**src/rtl/gyro_frame_deserializer.sv**
```systemverilog
// gyro_frame_deserializer
//
// Link-side receiver for the gyro high-speed serial channel. It recovers 48-bit
// frames sent MSB-first on DTX. DSYNC (qualified by DVALID) marks the last bit of
// each frame. Each completed frame is split into three 16-bit words and held in a
// 2-entry FIFO, which is drained through a valid/ready handshake.
//
// Optional feature: define GYRO_DESER_ERR_CNT_EN to add the saturating
// framing-error counter and its err_count port.
//
// Ports
//   clock        bit clock; all logic runs on the rising edge
//   reset_n      asynchronous active-low reset
//   enable       receiver enable; 0 forces HUNT and drops any partial frame
//   debug_clear  synchronous clear of the sticky status (overflow, err_count)
//   DTX          serial data, frame MSB first
//   DVALID       bit qualifier; DTX/DSYNC are ignored while 0
//   DSYNC        frame marker; 1 together with DVALID flags bit 47
//   rx0_data     head frame bits [47:32]
//   rx1_data     head frame bits [31:16]
//   rx2_data     head frame bits [15:0]
//   rx_valid     head frame available
//   rx_ready     consumer accepts the head frame
//   locked       1 while in RECV
//   sync_err     registered one-cycle pulse on a framing error
//   overflow     sticky; a completed frame was dropped because the FIFO was full
//   err_count    saturating framing-error count (GYRO_DESER_ERR_CNT_EN only)

module gyro_frame_deserializer (
  input  logic        clock,
  input  logic        reset_n,
  input  logic        enable,
  input  logic        debug_clear,
  input  logic        DTX,
  input  logic        DVALID,
  input  logic        DSYNC,
  output logic [15:0] rx0_data,
  output logic [15:0] rx1_data,
  output logic [15:0] rx2_data,
  output logic        rx_valid,
  input  logic        rx_ready,
  output logic        locked,
  output logic        sync_err,
  output logic        overflow
`ifdef GYRO_DESER_ERR_CNT_EN
  ,
  output logic [15:0] err_count
`endif
);

  localparam logic [0:0] StHunt = 1'b0;
  localparam logic [0:0] StRecv = 1'b1;

  localparam logic [5:0] LastBit = 6'd47;

  // Receiver state
  logic [0:0]  state_q, state_d;
  logic [5:0]  bit_cnt_q, bit_cnt_d;
  // Only 47 bits need storing: the 48th arrives on DTX in the completing cycle.
  logic [46:0] sr_q, sr_d;

  logic        frame_push;
  logic        err_event;
  logic [47:0] frame_word;

  assign frame_word = {sr_q, DTX};

  always_comb begin
    state_d    = state_q;
    bit_cnt_d  = bit_cnt_q;
    sr_d       = sr_q;
    frame_push = 1'b0;
    err_event  = 1'b0;

    if (!enable) begin
      state_d   = StHunt;
      bit_cnt_d = '0;
      sr_d      = '0;
    end else begin
      case (state_q)
        StHunt: begin
          bit_cnt_d = '0;
          sr_d      = '0;
          // The marker bit itself closes an unknown frame and is discarded.
          if (DVALID && DSYNC) begin
            state_d = StRecv;
          end
        end
        StRecv: begin
          if (DVALID) begin
            if (DSYNC) begin
              // DSYNC is always a trustworthy boundary: realign on it even if short.
              frame_push = (bit_cnt_q == LastBit);
              err_event  = (bit_cnt_q != LastBit);
              bit_cnt_d  = '0;
              sr_d       = '0;
            end else if (bit_cnt_q == LastBit) begin
              // Marker missing where one was due: alignment is lost.
              err_event = 1'b1;
              state_d   = StHunt;
              bit_cnt_d = '0;
              sr_d      = '0;
            end else begin
              sr_d      = {sr_q[45:0], DTX};
              bit_cnt_d = bit_cnt_q + 6'd1;
            end
          end
        end
        default: begin
          state_d   = StHunt;
          bit_cnt_d = '0;
          sr_d      = '0;
        end
      endcase
    end
  end

  always_ff @(posedge clock or negedge reset_n) begin
    if (!reset_n) begin
      state_q   <= StHunt;
      bit_cnt_q <= '0;
      sr_q      <= '0;
    end else begin
      state_q   <= state_d;
      bit_cnt_q <= bit_cnt_d;
      sr_q      <= sr_d;
    end
  end

  assign locked = (state_q == StRecv);

  // Two-entry frame FIFO
  logic [47:0] mem_q [2];
  logic        wr_ptr_q, rd_ptr_q;
  logic [1:0]  cnt_q, cnt_d;
  logic        pop, full, push_ok, ovf_event;
  logic [47:0] head;

  assign pop       = (cnt_q != 2'd0) && rx_ready;
  assign full      = (cnt_q == 2'd2);
  // A pop in the same cycle frees the slot the push needs.
  assign push_ok   = frame_push && (!full || pop);
  assign ovf_event = frame_push && full && !pop;

  always_comb begin
    cnt_d = cnt_q;
    if (push_ok && !pop) begin
      cnt_d = cnt_q + 2'd1;
    end else if (!push_ok && pop) begin
      cnt_d = cnt_q - 2'd1;
    end
  end

  always_ff @(posedge clock or negedge reset_n) begin
    if (!reset_n) begin
      mem_q[0] <= '0;
      mem_q[1] <= '0;
      wr_ptr_q <= 1'b0;
      rd_ptr_q <= 1'b0;
      cnt_q    <= '0;
    end else begin
      if (push_ok) begin
        mem_q[wr_ptr_q] <= frame_word;
        wr_ptr_q        <= ~wr_ptr_q;
      end
      if (pop) begin
        rd_ptr_q <= ~rd_ptr_q;
      end
      cnt_q <= cnt_d;
    end
  end

  assign head     = mem_q[rd_ptr_q];
  assign rx0_data = head[47:32];
  assign rx1_data = head[31:16];
  assign rx2_data = head[15:0];
  assign rx_valid = (cnt_q != 2'd0);

  // Status
  logic sync_err_q;
  logic overflow_q, overflow_d;

  // An overflow in the same cycle as debug_clear must not be lost.
  always_comb begin
    overflow_d = overflow_q;
    if (ovf_event) begin
      overflow_d = 1'b1;
    end else if (debug_clear) begin
      overflow_d = 1'b0;
    end
  end

  always_ff @(posedge clock or negedge reset_n) begin
    if (!reset_n) begin
      sync_err_q <= 1'b0;
      overflow_q <= 1'b0;
    end else begin
      sync_err_q <= err_event;
      overflow_q <= overflow_d;
    end
  end

  assign sync_err = sync_err_q;
  assign overflow = overflow_q;

`ifdef GYRO_DESER_ERR_CNT_EN
  logic [15:0] err_cnt_q, err_cnt_d;

  // Counts in step with the sync_err pulse; an error beats a simultaneous clear.
  always_comb begin
    err_cnt_d = err_cnt_q;
    if (err_event) begin
      if (err_cnt_q != 16'hFFFF) begin
        err_cnt_d = err_cnt_q + 16'd1;
      end
    end else if (debug_clear) begin
      err_cnt_d = '0;
    end
  end

  always_ff @(posedge clock or negedge reset_n) begin
    if (!reset_n) begin
      err_cnt_q <= '0;
    end else begin
      err_cnt_q <= err_cnt_d;
    end
  end

  assign err_count = err_cnt_q;
`endif

endmodule

```
**config.mk**
```make
export PLATFORM = sky130hd
export DESIGN_NAME = gyro_frame_deserializer
export DESIGN_NICKNAME = d
export VERILOG_FILES = /design/src/rtl/gyro_frame_deserializer.sv
export SDC_FILE = /design/constraint.sdc
export NUM_CORES = 1
export LEC_CHECK = 0
export BUFFER_PORTS_ARGS = -buffer_cell sky130_fd_sc_hd__buf_2
export CORE_UTILIZATION = 55
export DETAILED_ROUTE_END_ITERATION = 12
export GPL_TIMING_DRIVEN = 0
export PLACE_DENSITY = 0.73
export SETUP_SLACK_MARGIN = 0.5
export SYNTH_ARGS = -nofsm -noshare
export SYNTH_HDL_FRONTEND = slang
export SYNTH_SLANG_ARGS = --single-unit
```
**constraint.sdc**
```tcl
create_clock -name clock -period 3.21 [get_ports clock]
set_input_delay 0 -clock clock [delete_from_list [all_inputs] [get_ports clock]]
set_output_delay 0 -clock clock [all_outputs]
set_load 0.02 [all_outputs]
```
### Yosys cells after proc, flatten, opt, wreduce, memory -nomap -nowiden

Index checks and enable logic that the tools add are counted.

* add/sub/neg operators: 3
* $lt $le $gt $ge: 3
* equal/unequal tests: 4
* multiplexer cells: 35
* bitwise logic cells: 5
* reductions and logical operators: 15

Operator list (count)
* 48-bit two-way mux: 4
* 47-bit two-way mux: 4
* 96-bit bitwise mux: 1
* 47-bit case mux with 2 select lines: 1
* 48-bit demux with 1-bit select: 1
* 6-bit two-way mux: 4
* 1-bit two-way mux: 16
* 6-bit case mux with 2 select lines: 1
* 1-bit logical AND: 8
* 6-bit by 1-bit adder with 6-bit output, second input constant: 1
* 6-bit equality test, second input constant: 1
* 6-bit inequality test, second input constant: 1
* 2-bit nonzero test: 3
* 2-bit greater-or-equal comparator, second input constant: 2
* 2-bit two-way mux: 2
* 1-bit NOT with 2-bit output: 2
* 1-bit zero test: 3
* 3-bit inequality test, second input constant: 1
* 1-bit NOT: 3
* 2-bit by 1-bit adder with 2-bit output, second input constant: 1
* 2-bit equality test, second input constant: 1
* 2-bit by 1-bit less-than comparator with 1-bit output, second input constant: 1
* 1-bit case mux with 2 select lines: 1
* 2-bit by 1-bit subtractor with 2-bit output, second input constant: 1
* 1-bit logical OR: 1

* flip-flop bits (word level): 156
* input port bits: 8
* output and inout bits: 52
* logic and storage cells: 75

### Logic depth before layout (Yosys ltp)

Gate-level depths: netlist (run 1).

* depth after elaboration: 10
* depth in mapped cells: 10
* depth with buffers taken out: 10

### Worst setup path before layout (run 1)

OpenSTA, ideal clock, no wires.

* path kind: register -> register
* start point: register bit_cnt_q[0]
* end point: register mem_q[27] in the netlist's numbering
* setup time: 125 ps
* arrival time: 2144 ps
* data required time: 3085 ps
* path slack: 941 ps
* stages on the path, launching flop included: 10
* path buffers: 2
* clock period less this slack: 2269 ps
* cells stage by stage: dfrtp_1 ha_1 nand4b_1 nor2_1 ha_1 nand4_2 or3b_4 buf_6 buf_6 mux2_4

* longest elaborated chain between the ends: 6

Ends and longest elaborated chain
* start, declared: line 58 `logic [5:0] bit_cnt_q, bit_cnt_d;`
* start signal, assigned: line 125 `bit_cnt_q <= bit_cnt_d;`
* 6-bit equality test: line 93 `frame_push = (bit_cnt_q == LastBit);`
* 1-bit two-way mux: line 91 `if (DSYNC) begin`
* 1-bit two-way mux: line 90 `if (DVALID) begin`
* 1-bit two-way mux: line 80 `case (state_q)`
* 1-bit two-way mux: line 75 `if (!enable) begin`
* 1-bit logical AND: line 142 `assign push_ok = frame_push && (!full || pop);`
* end signal, assigned by index: line 163 `mem_q[wr_ptr_q] <= frame_word;`
* end, declared: line 133 `logic [47:0] mem_q [2];`

No other way between the ends.
A chain may end at the register's enable or synchronous reset.

### Worst setup path after layout (run 1)

* start point: register bit_cnt_q[0]
* end point: register mem_q[28] in the netlist's numbering

Same word-level chain as after synthesis.

==> impl_metrics.toml, run 1 <==
[critical_path]
reg2reg_slack_ps = 560
r2r_start = "bit_cnt_q[0]$_DFFE_PN0P_"
worstRegToRegCells = 9
reg2reg_to = "mem_q[28]$_DFFE_PN0P_"
crit_fanout = 10
arrival_ps = 2950
worst-setup-path-type = "reg -> reg"
cp-end-kind = "flip-flop"
required_ps = 3500
worstSetupStartpointType = "flip-flop"

[placed_design]
place_inst = 636
gp_congestion = 0.799
dp_hpwl_um = 7770
pre_cts_slack_ps = 378
portBuffers = 58

[synth]
synth-async-reset-ratio_pct = 100
synth_top_area_share_pct = 59.6
ys_warn_count = 0
synth-seq-cells = 156
syn-num-nets = 446
synth_fa_ha_area_share_pct = 0.764
ys_seq_area_share_pct = 59.6
yosysTopAreaCell = "dfrtp_1"
synth_xor_area_share_pct = 0.668
synth-edff-count = 0
synth_top_family_by_area = "multiplexers"
synthCells = 434
synth_mux_area_share_pct = 26.1
synth-simple-area-share_pct = 2.77
yosys.cell_types.count = 36
synthFlopType = "dfrtp_1"
synth_compound_area_share_pct = 7.71
synthTopCellsByArea = "dfrtp_1 60%, mux2_2 21%, a22o_1 6.3%"
syn_area_um2 = 6550
synth.avg_cell_area_um2 = 15.1

[timing]
setup_viol = 0
period_share_pct = 82.7
rsz0062_at_grt = "false"
maxSlewViolCount = 0
skew_ps = 6.02
finalHoldViolations = 0
holdWs_ps = 151
max_freq_mhz = 377
setup_ws_ps = 556
min_period_ps = 2650
fin_setup_tns_ps = 0
slew_headroom_pct = 58.1
worstMarginPinSlew_ps = 629

[cts]
clk_latency_ps = 410
cts_sinks = 156
cts_tree = "built"
cts_root_buf = "clkbuf_16"
clk_path_buf_depth = 2
cts.clk_slew.worst_paths_ps = 60
htree_levels = 4
cts_buffers = 17

[outcome]
violations = "design-rule violations"
status = "finished, violations left"

[routing]
dr.pass1.iters = 8
drc = 6
drtIter0Drc = 171
via_per_inst = 5.71
drt-total-wl_um = 12400
vias = 3879
routedWlPerCell_um = 18.3
ant_nets = 0

[floorplan]
rows = 39
initial_core_util_pct = 56.9
chipWidth_um = 111
die_y_um = 111
dieArea_um2 = 12400
ios = 60
core_area_um2 = 11500

[layout]
layout.nets = 535
fillers = 822
drive_gt1_share_pct = 47.8
post-route-util_pct = 67.2
syn2layout_area_growth_pct = 18.1
layout.cells.non_filler = 679
num_antenna_cells = 0

[global_routing]
track_usage_pct = 21.7
grt_max_degree = 94
antenna_found_initial = 0
grt_pass1_vias = 4045
grt_pass1_wl_um = 20700
grt_overflow = 0

[hold_path]
min_path_type = "in -> async"

[power]
p_leak_nw = 4.08
p_per_area_nw_per_um2 = 507
vdd_drop_max_mv = 0.446

[flow_run]
cap_violations = 0
[cell families after synthesis]
logic type | Yosys count
buffers and inverters | 31
adders and majority gates | 4
AOI/OAI and AO/OA | 61
DFF | 156
xor gates and xnor gates | 5
and+or+nand+nor | 32
muxes | 145
[layer usage]
metal | vias to the layer above | GRT usage [%] | share of wire [%]
met5 | - | 0 | 0
met3 | 9 | 6.67 | 3.6
met2 | 74 | 35.8 | 51
met4 | 0 | 6.49 | 0.71
li1 | 1772 | - | -
met1 | 2024 | 27.7 | 44
[how the worst max path moves through the flow]
stage,start,endpoint,slack [ps],cells after the start
after detailed placement,bit_cnt_q[0]$_DFFE_PN0P_,mem_q[69]$_DFFE_PN0P_,380,9
after CTS,bit_cnt_q[0]$_DFFE_PN0P_,mem_q[81]$_DFFE_PN0P_,590,9
after global routing,bit_cnt_q[0]$_DFFE_PN0P_,mem_q[43]$_DFFE_PN0P_,450,9
after global placement,reset_n,mem_q[66]$_DFFE_PN0P_,-10,1
after floorplan,bit_cnt_q[0]$_DFFE_PN0P_,mem_q[27]$_DFFE_PN0P_,940,9
final,bit_cnt_q[0]$_DFFE_PN0P_,mem_q[28]$_DFFE_PN0P_,560,9
[cell usage in the layout (no fill, tap or decap), drive strengths merged, types with 2 or more instances in the layout]
cell / n
dfrtp: 156
mux2: 145
buf: 81
a22o: 47
clkbuf: 32
nand2: 8
dlygate4sd3: 8
nor2: 7
inv: 5
clkinv: 5
ha: 4
nand3: 3
a31oi: 3
a21oi: 3
xor2: 3
or3: 2
xnor2: 2
o21ai: 2
nand2b: 2
o2111ai: 2
nand4: 2
[worst max-delay path, stage by stage (launching register included)]
cell	delay (ps)
dfrtp_1	420
ha_2	250
nand4b_1	220
nor2_2	190
ha_1	180
nand4_2	190
or3b_4	450
buf_6	170
buf_6	170
mux2_4	300
[metrics by stage]
step	total power, mW	instance area [um2]
floorplan	2.02	6550
global placement	2.07	7020
detailed placement	2.08	7060
CTS	3.97	7700
global route	4.06	7740
finish	3.93	7740
[what timing repair did]
item                                    CTS  global route
gates resized for setup                   2             4
endpoints found under the setup margin   20            40
hold endpoints to repair                 75             0
pin swaps                                 0             1
hold buffers                              8             0
buffers inserted                          0             3
[Yosys cell counts (3+ instances only)]
cell type	n
inv_1	5
ha_1	4
nor2_1	7
dfrtp_1	156
nand3_1	3
a22o_1	47
buf_2	9
a31oi_1	3
xor2_1	3
mux2_2	125
buf_4	3
nand2_1	8
clkbuf_1	7
mux2_4	20
a21oi_1	3
buf_1	4
buf_6	3
[power by group]
group          switching, mW  internal (mW)
clock                  0.735           1.14
combinational         0.0591         0.0190
sequential           0.00182           1.97
total                  0.796           3.13
[registers in the layout (all words and copies together), names as in the netlist]
register / count
mem_q: 96
sr_q: 47
bit_cnt_q: 6
cnt_q: 2
locked: 1
overflow: 1
rd_ptr_q: 1
sync_err: 1
wr_ptr_q: 1
[layout make-up]
cell class                      count  area, um2  area share [%]
Multi-Input combinational cell    247       2500            32.4
Tap cell                          143        179            2.31
Inverter                            5       18.8           0.242
Clock inverter                      7       62.6           0.808
Timing Repair Buffer               70        427            5.51
Buffer                             26        149            1.92
Sequential cell                   156       3900            50.4
Clock buffer                       25        495            6.40
No activity file was read; power rests on OpenSTA's default activity.
==> inputs of run 2 (changes only) <==
ABC_AREA = 1   (was not set)
PLACE_DENSITY = 0.72   (was 0.73)
clock period = 2.6 ns   (was 3.21 ns; I/O delays follow)
==> run 2 against run 1 <==
Combinational power rose to 7.1 times the previous value. Cell area grew 8.4%. Final cell count grew 67%. Count of clock-buffer cells in the layout rose by 1. Maximum frequency grew 27%. Core utilization grew 2.4 points. Wire length rose by 30%. Sequential share of layout area shrank 3.9 points. The run now ends clean. Synthesized cell count up 97%.
==> impl_metrics.toml, run 2 <==
[routing]
drtIter0Drc = 481
vias = 5873
dr.pass1.iters = 5
drt-total-wl_um = 16200
ant_nets = 0
routedWlPerCell_um = 14.3
drc = 0
via_per_inst = 5.17

[timing]
setup_ws_ps = 507
skew_ps = 7.44
min_period_ps = 2090
worstMarginPinSlew_ps = 778
setup_viol = 0
fin_setup_tns_ps = 0
max_freq_mhz = 478
holdWs_ps = 43.6
maxSlewViolCount = 0
rsz0062_at_grt = "true"
slew_headroom_pct = 48.1
period_share_pct = 80.5
finalHoldViolations = 0

[synth]
synth_top_area_share_pct = 57.2
synthTopCellsByArea = "dfrtp_1 57%, nand2_1 27%, nand3_1 7.5%"
syn-num-nets = 866
synth-seq-cells = 156
synthCells = 854
ys_warn_count = 0
yosys.cell_types.count = 23
synthFlopType = "dfrtp_1"
synth_common_cells = "499 x nand2_1, 156 x dfrtp_1, 102 x nand3_1, 21 x clkbuf_1, 14 x buf_2"
yosysTopAreaCell = "dfrtp_1"
synth-async-reset-ratio_pct = 100
ys_seq_area_share_pct = 57.2
synth-edff-count = 0
syn_area_um2 = 6820
synth_most_common_cell = "nand2_1"
synth.avg_cell_area_um2 = 7.99

[hold_path]
min_path_type = "in -> reg"
hold_path_depth = 5

[layout]
largest_register_ffs = 96
num_antenna_cells = 0
layout.nets = 966
reg_top3 = "mem_q (96), sr_q (47), bit_cnt_q (6)"
fillers = 954
most-common-layout-cells = "496 x nand2_1, 156 x dfrtp_1, 101 x nand3_1"
drive_gt1_share_pct = 15.3
layout.cells.non_filler = 1135
final_common_cell = "nand2_1"
syn2layout_area_growth_pct = 23.0
top_register = "mem_q"

[critical_path]
crit_path_start = "bit_cnt_q[0]$_DFFE_PN0P_"
reg2reg_slack_ps = 510
worstRegToRegCells = 13
slowest_stage = "dfrtp_1"
r2r_start = "bit_cnt_q[0]$_DFFE_PN0P_"
required_ps = 2910
slowest_delay_ps = 400
worstSetupStartpointType = "flip-flop"
reg2reg_to = "cnt_q[1]$_DFFE_PN0P_"
arrival_ps = 2400
cp_cell_sequence = "ha_4, nand3_4, nor2_4, ha_2, nand2_2, nor2_4, nand2_4, clkinv_4, buf_12, ha_4, a21oi_2, o21ai_1, xor2_1"
cp-end-kind = "flip-flop"
cp-endpoint = "cnt_q[1]$_DFFE_PN0P_"
cp_top_family = "adder cells"
worst-setup-path-type = "reg -> reg"
cp.depth = 13
crit_fanout = 10
critPathBufInv = 2

[cts]
htree_levels = 4
cts_root_buf = "clkbuf_16"
cts_tree = "built"
clk_latency_ps = 430
clk_path_buf_depth = 2
cts_sinks = 156
cts.clk_slew.worst_paths_ps = 60
cts_buffers = 17

[flow_run]
cap_violations = 0

[global_routing]
grt_pass1_vias = 5430
track_usage_pct = 26.9
grt_max_degree = 86
grt_pass1_wl_um = 26600
antenna_found_initial = 0
grt_overflow = 0

[floorplan]
rows = 40
ios = 60
die_y_um = 113
core_area_um2 = 12100
initial_core_util_pct = 56.6
chipWidth_um = 113
dieArea_um2 = 12900

[placed_design]
portBuffers = 59
place_inst = 1082
gp_congestion = 0.783
pre_cts_slack_ps = 174
dp_hpwl_um = 10200

[power]
power.share.sequential_pct = 43.5
intPower_mw = 4.31
power_frac_clock_pct = 46.8
switching_share_pct = 24.4
p_per_area_nw_per_um2 = 680
power_mw = 5.71
vdd_drop_max_mv = 0.387
p_leak_nw = 4.88
switchingPower_mw = 1.39
combPwrFrac_pct = 9.7

[outcome]
status = "complete, no violations"
run 2: cell count changes after synthesis, moves of 7 or more:
cell,change
nand2_1,+491
mux2_2,-125
nand3_1,+99
a22o_1,-47
mux2_4,-20
clkbuf_1,+14
inv_1,+7
run 2: layout make-up:
type                    instances  area [um2]  share of cell area [%]
inverters                      13        53.8                   0.641
flip-flops and latches        156        3900                    46.5
multi-input cells             634        2670                    31.9
clock inverters                 6         130                    1.55
clock buffers                  26         509                    6.07
repair buffers                 81         562                    6.69
well taps                     168         210                    2.50
plain buffers                  51         349                    4.16
run 2: worst min path at each step:
stage                      startpoint                  endpoint  slack [ps]
final                           DSYNC  bit_cnt_q[2]$_DFFE_PN0P_          40
after global routing            DSYNC  bit_cnt_q[2]$_DFFE_PN0P_          60
after CTS                       DSYNC  bit_cnt_q[2]$_DFFE_PN0P_          30
after detailed placement      reset_n     mem_q[82]$_DFFE_PN0P_         110
after global placement    debug_clear      overflow$_DFFE_PN0P_         200
after floorplan               reset_n  bit_cnt_q[0]$_DFFE_PN0P_        -300
run 2: metrics by stage:
stage          cell area [um2]  util, %
6_report                  8390     69.6
5_1_grt                   8390     69.6
4_1_cts                   8190     67.9
3_5_place_dp              7370     61.1
3_3_place_gp              7340     60.8
2_1_floorplan             6830        -
run 2: cell families after synthesis:
| group | count (synthesis) | synth area share (%) |
|---|---|---|
| adders and majority gates | 4 | 0.734 |
| buffers and inverters | 64 | 4.79 |
| and+or+nand+nor | 618 | 36.1 |
| AOI/OAI and AO/OA | 8 | 0.642 |
| DFF | 156 | 57.2 |
| xor gates and xnor gates | 4 | 0.514 |
run 2: routing by layer:
metal | track usage [%] | vias to the layer above | wire length [um]
met5 | 0 | - | 0
met4 | 8.42 | 0 | 200
met3 | 5.84 | 23 | 745
met2 | 43.3 | 154 | 8020
met1 | 36.8 | 2854 | 7220
li1 | - | 2842 | -
run 2: power by group through the flow:
stage               registers [mW]  clock network, mW  logic (mW)
CTS                           2.48               2.71       0.538
global placement              2.52                  0       0.498
floorplan                     2.52                  0       0.295
global route                  2.48               2.81       0.608
detailed placement            2.52                  0       0.520
finish                        2.48               2.67       0.555
run 2: repair_timing:
item                                    in CTS  in global routing
endpoints found under the setup margin      71                116
hold buffers                                10                  0
pin swaps                                    3                  5
hold endpoints to repair                    92                  0
cloned                                       0                  1
gates resized for setup                     12                 41
setup buffers                                6                  4
run 2: tightest hold or removal path: stages:
cell     delay, ps
buf_2          120
nor2_2          60
a21oi_1        110
or2_2          110
inv_1           30
==> inputs of run 3 (changes only) <==
CORE_UTILIZATION = 54   (was 55)
PLACE_DENSITY = 0.74   (was 0.72)
clock period = 1.77 ns   (was 2.6 ns; I/O delays follow)
==> run 3 against run 2 <==
The run now ends with negative hold slack, negative setup slack left. Largest cell class unchanged. Setup slack got worse by 880 ps. Sequential power rose by 47%. Via count rose by 22%. Die area rose by 1.8%. Sequential share of layout area fell by 9.3 points. First-iteration DRC count rose by 87%. Final cell count rose by 4.1%. Flip-flop and latch count did not move. Critical path depth rose by 1. Maximum frequency fell by 2.3%. Cell area rose by 25%. Clock skew rose by 1.5 ps.
==> impl_metrics.toml, run 3 (synthesized netlist as in run 2, its figures left out) <==
[outcome]
status = "finished, violations left"
violations = "negative hold slack, negative setup slack"

[timing]
holdWs_ps = -71.1
setup_viol = 108
worstMarginPinSlew_ps = 708
slew_headroom_pct = 52.8
period_share_pct = 121
skew_ps = 8.93
max_freq_mhz = 467
min_period_ps = 2140
rsz0062_at_grt = "true"
maxSlewViolCount = 0
setup_ws_ps = -372
finalHoldViolations = 1

[floorplan]
die_y_um = 114
chipWidth_um = 114
ios = 60
core_area_um2 = 12200
dieArea_um2 = 13100
initial_core_util_pct = 56.1
rows = 40

[layout]
largest_register_ffs = 96
most-common-layout-cells = "342 x nand2_1, 155 x dfrtp_1, 91 x nand2_2"
reg_top3 = "mem_q (96), sr_q (47), bit_cnt_q (6)"
layout.nets = 1013
multi_input_area_um2 = 3540
drive_gt1_share_pct = 38.8
regArea_um2 = 3910
final_common_cell = "nand2_1"
num_antenna_cells = 0
syn2layout_area_growth_pct = 53.9
post-route-util_pct = 86.4
top_register = "mem_q"
fillers = 535

[global_routing]
antenna_found_initial = 0
grt_pass1_wl_um = 29000
grt_max_degree = 96
track_usage_pct = 29.0
grt_overflow = 0
grt_pass1_vias = 5847

[cts]
cts_sinks = 156
htree_levels = 4
cts_buffers = 17
cts_root_buf = "clkbuf_16"
hold_buffers = 6
cts.clk_slew.worst_paths_ps = 60
cts_tree = "built"
clk_path_buf_depth = 2
clk_latency_ps = 430

[routing]
drt-total-wl_um = 24700
dr.pass1.iters = 7
routedWlPerCell_um = 20.9
drtIter0Drc = 900
drc = 0
via_per_inst = 6.05
ant_nets = 0
vias = 7148

[critical_path]
crit_fanout = 7
worstSetupStartpointType = "flip-flop"
cp-end-kind = "flip-flop"
worst-setup-path-type = "reg -> reg"
arrival_ps = 2500
required_ps = 2130

[hold_path]
min_path_type = "in -> reg"

[flow_run]
cap_violations = 0

[placed_design]
portBuffers = 59
gp_congestion = 0.753
dp_hpwl_um = 9930

[power]
power_mw = 9.89
p_per_area_nw_per_um2 = 942
power_frac_clock_pct = 38.2
power.share.sequential_pct = 36.8
p_leak_nw = 5.82
combPwrFrac_pct = 25.0
intPower_mw = 7.11
vdd_drop_max_mv = 1.02
switchingPower_mw = 2.78
switching_share_pct = 28.1
run 3: cell count changes in the layout (fill, tap and decap cells not counted), sizes merged:
cell | before | now
dlygate4sd3 | 10 | 6
buf | 100 | 145
bufinv | 4 | 2
clkbuf | 48 | 54
clkinv | 3 | 5
run 3: path summary, 6_finish.rpt:
path | from | to | slack, ps | depth (start not counted)
worst max-delay path | bit_cnt_q[1]$_DFFE_PN0P_ | mem_q[92]$_DFFE_PN0P_ | -370 | 14
worst min-delay path | rx_ready | overflow$_DFFE_PN0P_ | -70 | 4
worst max register to register | bit_cnt_q[1]$_DFFE_PN0P_ | mem_q[92]$_DFFE_PN0P_ | -370 | 14
worst min register to register | mem_q[34]$_DFFE_PN0P_ | mem_q[34]$_DFFE_PN0P_ | 480 | 2
max in group asynchronous | reset_n | mem_q[48]$_DFFE_PN0P_ | 750 | 3
min in group asynchronous | reset_n | mem_q[32]$_DFFE_PN0P_ | 140 | 2
run 3: final cells by class:
| class | count | area share, % |
|---|---|---|
| multi-input cells | 634 | 33.8 |
| well taps | 168 | 2.00 |
| repair buffers | 128 | 14.9 |
| clock buffers | 26 | 5.04 |
| plain buffers | 51 | 5.89 |
| inverters | 13 | 0.512 |
| clock inverters | 6 | 0.762 |
| flip-flops and latches | 156 | 37.2 |
run 3: power groups by stage:
| stage | sequential (mW) | clock [mW] | combinational [mW] |
|---|---|---|---|
| 6_report | 3.64 | 3.78 | 2.48 |
| 2_1_floorplan | 3.70 | 0 | 0.445 |
| 4_1_cts | 3.64 | 3.73 | 1.53 |
| 5_1_grt | 3.64 | 3.93 | 2.52 |
| 3_5_place_dp | 3.70 | 0 | 0.776 |
| 3_3_place_gp | 3.70 | 0 | 0.755 |
run 3: repair_timing:
action,CTS,global route
buffers inserted,22,19
gates resized for setup,166,314
gates cloned,5,16
pin swaps,31,74
hold endpoints to repair,68,1
setup endpoints to repair,201,203
run 3: per-layer routing:
layer	wire length [um]	track usage, %	part of all wire [%]
met3	2110	6.09	8.6
met1	9000	39.0	36
met4	1300	11.9	5.3
met2	12200	46.2	50
met5	0	0	0
run 3: critical path, stage by stage, from the launching register on:
cell	delay, ps
dfrtp_2	410
ha_4	160
nand3_4	80
nor2_4	100
ha_2	180
nand2_2	60
nor2_4	130
nand2_4	90
clkinv_4	90
buf_6	140
buf_12	150
buf_4	120
buf_6	130
nand3_1	80
nand2_1	130
run 3: through the flow:
step	area, um2	cells	setup TNS (ps)	setup WS, ps
floorplan	6860	854	-186	-186
global placement	7370	1081	-274000	-1590
detailed placement	7400	1082	-27080	-515
CTS	8960	1147	-23310	-326
global route	10500	1182	-36500	-469
finish	10500	1182	-27420	-372
